**src/rtl/fifo_ptr_pkg.sv**
```systemverilog
// Shared pointer types and gray/binary helpers for the FIFO pointer crossing.
package fifo_ptr_pkg;

  localparam int PTR_SIZE = 4;
  localparam int DEPTH    = 2 ** (PTR_SIZE - 1);

  typedef logic [PTR_SIZE-1:0] ptr_t;

  typedef enum logic {
    FILL = 1'b0,
    RUN  = 1'b1
  } dec_state_e;

  function automatic ptr_t gray2bin(input ptr_t g);
    ptr_t b;
    b[PTR_SIZE-1] = g[PTR_SIZE-1];
    for (int i = PTR_SIZE - 2; i >= 0; i--) b[i] = b[i+1] ^ g[i];
    return b;
  endfunction

  function automatic ptr_t bin2gray(input ptr_t b);
    return b ^ (b >> 1);
  endfunction

  function automatic int unsigned popcount(input ptr_t v);
    int unsigned n;
    n = 0;
    for (int i = 0; i < PTR_SIZE; i++) n += 32'(v[i]);
    return n;
  endfunction

endpackage

```
**src/rtl/gray_ptr_decoder_gray_to_bin.sv**
```systemverilog
// Combinational gray-to-binary decode; inverse of the pointer encoder.
module gray_to_bin
  import fifo_ptr_pkg::*;
#(
  parameter int SIZE = PTR_SIZE
) (
  input  logic [SIZE-1:0] gray,
  output logic [SIZE-1:0] bin
);

  always_comb begin
    bin = '0;
    bin[SIZE-1] = gray[SIZE-1];
    for (int i = SIZE - 2; i >= 0; i--) bin[i] = bin[i+1] ^ gray[i];
  end

endmodule

```
**src/rtl/gray_ptr_decoder.sv**
```systemverilog
// Read-side receiver of the gray pointer: synchronize, decode, and derive
// occupancy, empty/full and sticky error flags against the local pointer.
module gray_ptr_decoder
  import fifo_ptr_pkg::*;
#(
  parameter int SIZE        = PTR_SIZE,
  parameter int SYNC_STAGES = 2
) (
  input  logic            clk,
  input  logic            rst_n,
  input  logic [SIZE-1:0] gray_in,
  input  logic [SIZE-1:0] local_bin,
  input  logic            clr_err,
  output logic [SIZE-1:0] bin_out,
  output logic            bin_valid,
  output logic [SIZE-1:0] count,
  output logic            empty,
  output logic            full,
  output logic            err_step,
  output logic            err_range
);

  localparam int                CNT_W     = $clog2(SYNC_STAGES + 1);
  localparam logic [CNT_W-1:0]  FILL_LAST = CNT_W'(SYNC_STAGES);
  localparam logic [SIZE-1:0]   DEPTH_V   = SIZE'(2 ** (SIZE - 1));

  function automatic int unsigned popcount_w(input logic [SIZE-1:0] v);
    int unsigned n;
    n = 0;
    for (int i = 0; i < SIZE; i++) n += 32'(v[i]);
    return n;
  endfunction

  logic [SIZE-1:0]  sync_q [SYNC_STAGES];
  logic [SIZE-1:0]  sync_last;
  logic [SIZE-1:0]  gray_prev;
  logic [SIZE-1:0]  bin_p0;
  logic [SIZE-1:0]  count_p0;
  logic [CNT_W-1:0] fill_cnt;
  dec_state_e       state;
  logic             run_next;
  logic             step_bad;
  logic             range_bad;

  // Stage boundary: metastability synchronizer on the asynchronous gray pointer.
  for (genvar s = 0; s < SYNC_STAGES; s++) begin : g_sync
    if (s == 0) begin : g_first
      always_ff @(posedge clk) begin
        if (!rst_n) sync_q[s] <= '0;
        else        sync_q[s] <= gray_in;
      end
    end else begin : g_rest
      always_ff @(posedge clk) begin
        if (!rst_n) sync_q[s] <= '0;
        else        sync_q[s] <= sync_q[s-1];
      end
    end
  end

  assign sync_last = sync_q[SYNC_STAGES-1];

  gray_to_bin #(.SIZE(SIZE)) u_gray_to_bin (
    .gray (sync_last),
    .bin  (bin_p0)
  );

  // Flags follow the state we are entering so bin_valid and empty/full agree.
  assign count_p0  = bin_p0 - local_bin;
  assign run_next  = (state == RUN) || (fill_cnt == FILL_LAST);
  assign step_bad  = (state == RUN) && (popcount_w(sync_last ^ gray_prev) > 1);
  assign range_bad = (state == RUN) && (count_p0 > DEPTH_V);

  // Stage boundary: registered decode, occupancy and flags.
  always_ff @(posedge clk) begin
    if (!rst_n) begin
      state     <= FILL;
      fill_cnt  <= '0;
      bin_valid <= 1'b0;
      gray_prev <= '0;
      bin_out   <= '0;
      count     <= '0;
      empty     <= 1'b1;
      full      <= 1'b0;
      err_step  <= 1'b0;
      err_range <= 1'b0;
    end else begin
      gray_prev <= sync_last;
      bin_out   <= bin_p0;
      count     <= count_p0;
      empty     <= !run_next || (count_p0 == '0);
      full      <= run_next && (count_p0 == DEPTH_V);
      bin_valid <= run_next;
      err_step  <= step_bad  || (err_step  && !clr_err);
      err_range <= range_bad || (err_range && !clr_err);
      case (state)
        FILL: begin
          if (fill_cnt == FILL_LAST) state <= RUN;
          else                       fill_cnt <= fill_cnt + 1'b1;
        end
        RUN:     state <= RUN;
        default: state <= FILL;
      endcase
    end
  end

endmodule

```
**config.mk**
```make
export PLATFORM = sky130hd
export DESIGN_NAME = gray_ptr_decoder
export DESIGN_NICKNAME = d
export VERILOG_FILES = /design/src/rtl/fifo_ptr_pkg.sv /design/src/rtl/gray_ptr_decoder_gray_to_bin.sv /design/src/rtl/gray_ptr_decoder.sv
export SDC_FILE = /design/constraint.sdc
export NUM_CORES = 1
export LEC_CHECK = 0
export CAP_MARGIN = 20
export CORE_ASPECT_RATIO = 1.1
export CORE_MARGIN = 2
export CORE_UTILIZATION = 37
export CTS_BUF_LIST = sky130_fd_sc_hd__clkbuf_8
export DETAILED_ROUTE_END_ITERATION = 6
export GPL_TIMING_DRIVEN = 0
export SLEW_MARGIN = 0
export SYNTH_ARGS = -nofsm -noshare
export SYNTH_HDL_FRONTEND = slang
export SYNTH_HIERARCHICAL = 1
export SYNTH_SLANG_ARGS = --single-unit
```
**constraint.sdc**
```tcl
create_clock -name clk -period 6.3 [get_ports clk]
set_clock_uncertainty 0.1 [all_clocks]
set_input_delay 1.26 -clock clk [delete_from_list [all_inputs] [get_ports clk]]
set_output_delay 1.26 -clock clk [all_outputs]
set_load 0.1 [all_outputs]
```
==> results.json <==
{
  "status": "finished, final reports clean",
  "synth_area_leader_cell": "dfxtp_1",
  "drc_errors": 0,
  "period_needed_ns": 3.205,
  "setup_viol": 0,
  "slew_violations": 0,
  "cts_buffer_depth": 2,
  "finalSetupTns_ns": 0,
  "synth_area_leaders": "dfxtp_1 52%, and2_1 11%, xnor2_1 6.8%",
  "clk_latency_ns": 0.27,
  "placed_cells": 149,
  "synth_most_common_cell": "dfxtp_1",
  "clock_sinks": 27,
  "yosys_warnings": 6,
  "drive_gt1_share_pct": 8.333,
  "avgSynthCellArea_um2": 11.11,
  "place_hpwl_um": 1181,
  "drt_pre_antenna_iters": 2,
  "syn_to_final_growth_pct": 30.75,
  "arrival_ns": 1.84,
  "ioPinCount": 24,
  "synth_fp_nets": 110,
  "synth-seq-cells": 27,
  "grt_pass1_vias": 600,
  "crit_chain": "clkdlybuf4s50_1",
  "die_y_um": 59.43,
  "core-area_um2": 2703,
  "gr-total-overflow": 0,
  "cts_setup_buffers": 0,
  "slew_headroom_pct": 35.02,
  "gp_congestion": 0.7076,
  "rsz0062_at_grt": "no",
  "tightest_slew_ns": 0.9716,
  "cts-root-buf": "clkbuf_8",
  "grt_max_degree": 16,
  "multi_input_area_um2": 451.7,
  "final_nets": 138,
  "grt_antenna_before_repair": 0,
  "synthArstFlopShare_pct": 0,
  "p_leak_nw": 0.5552,
  "ctsHoldBuffers": 0,
  "worst-path-buf-inv": 1,
  "drtIter0Drc": 1,
  "cp-end-kind": "output pin",
  "final-instance-count-excl-fill": 153,
  "finalHoldViolCount": 0,
  "tritoncts": "done",
  "peakVddDrop_mv": 0.2529,
  "placedInstanceArea_um2": 1305,
  "register_area_um2": 540.5,
  "die-area_um2": 3232,
  "num_vias": 641,
  "cp_max_fo": 5,
  "wire_per_inst_um": 9.928,
  "num_rows": 20,
  "synth_common_cells": "27 x dfxtp_1, 18 x and2_1, 8 x xnor2_1, 7 x inv_1, 5 x nor2b_1",
  "die_x_um": 54.39,
  "fillers": 274,
  "grt_pass1_wl_um": 2477,
  "fmax_mhz": 312.0,
  "ys_types": 24,
  "fin_total_pwr_mw": 0.4631,
  "netlist_area_um2": 1033,
  "p_per_area_nw_per_um2": 342.7,
  "crit_type": "reg -> out",
  "port_buffers": 23,
  "max_stage_delay_ns": 1.16,
  "synth_top_area_share_pct": 52.30,
  "crit_family": "buffers and inverters",
  "holdCritPathClass": "reg -> reg",
  "ys.flop_type": "dfxtp_1",
  "cp-start-kind": "flop",
  "cp_data_required_time_ns": 4.94,
  "cts_inserted_buffers": 3,
  "ant_nets": 0,
  "synth_cells": 93,
  "fin_crit_sh_pct": 50.87,
  "synth-edff-count": 0,
  "cts_resized": 0,
  "max_cap_violations": 0,
  "viasPerCell": 4.190,
  "n_antenna_cell": 0,
  "critPathSlowestCell": "clkdlybuf4s50_1",
  "fin_util_pct": 50.00,
  "yosysSeqAreaShare_pct": 52.30,
  "clk_pin_slew_worst_paths_ns": 0.09,
  "initial_core_util_pct": 38.24,
  "routed_wl_um": 1519,
  "fin_area_um2": 1351,
  "htreeDepth": 1,
  "grt_use_total_pct": 10.93
}
[power breakdown]
group          internal (mW)  switching [mW]
registers              0.190         0.00823
clock network         0.0442          0.0510
logic                 0.0538           0.116
total                  0.288           0.175
[worst register-to-register path: stages, from the launching register on]
cell     delay (ns)
dfxtp_1        0.42
xor2_2         0.27
xnor2_1        0.12
inv_1          0.07
ha_1           0.15
inv_1          0.05
fa_1           0.37
xnor2_1        0.30
nand3_1        0.15
nand3_1        0.10
o22ai_1        0.08
[cell usage in the layout (no fill, tap or decap), types with 2 or more instances in the layout]
cell / netlist / routed
and2_1: 18 / 18
clkbuf_1: 2 / 2
clkbuf_8: 0 / 3
clkdlybuf4s50_1: 0 / 23
dfxtp_1: 27 / 27
fa_1: 2 / 2
ha_1: 4 / 4
inv_1: 7 / 7
nand2_1: 2 / 2
nand3_1: 2 / 2
nor2b_1: 5 / 5
o21ai_0: 2 / 2
xnor2_1: 8 / 8
xnor2_2: 2 / 2
[layout make-up]
cell class | instances | share of cell area (%)
inverter | 7 | 1.944
timing repair buffer | 23 | 17.04
buffer | 3 | 1.111
sequential | 27 | 40.00
clock inverter | 1 | 0.3704
clock buffer | 3 | 3.056
multi-input combinational | 56 | 33.43
tap | 33 | 3.056
[sequential cells by signal (all words and copies together), names as in the netlist]
name	flops
err_step	1
count	4
err_range	1
sync_q	8
bin_out	4
bin_valid	1
empty	1
gray_prev	4
fill_cnt	2
full	1
[per-layer routing]
metal / part of all wire (%) / up-vias / track usage [%]
met4: 0.59 / 0 / 5.357
met5: 0 / - / 0
li1: - / 343 / -
met3: 6.3 / 2 / 3.030
met1: 45 / 278 / 13.06
met2: 48 / 18 / 17.73
[metrics by stage]
step | hold WS, ns | setup slack (ns)
2_1_floorplan | 0.3119 | 3.765
3_3_place_gp | 0.3151 | 3.176
3_5_place_dp | 0.3196 | 3.123
4_1_cts | 0.3421 | 3.090
5_1_grt | 0.3644 | 3.031
6_report | 0.3378 | 3.095
[final timing paths]
kind / slack (ns) / depth (start not counted) / to / start
max: 3.10 / 1 / bin_valid / bin_valid
min: 0.34 / 1 / sync_q[1][1] / sync_q[0][1]
max reg2reg: 4.01 / 10 / err_range / sync_q[1][3]
min reg2reg: 0.34 / 1 / sync_q[1][1] / sync_q[0][1]
[cells by family after synthesis]
logic type	Yosys count	share of synthesized area, %
AO/OA/AOI/OAI	7	4.843
buffers and inverters	10	3.996
adder cells (fa/ha/maj)	6	8.717
flip-flops	27	52.30
XOR/XNOR	12	12.35
AND/OR/NAND/NOR	31	17.80
No activity file was read; power rests on OpenSTA's default activity.
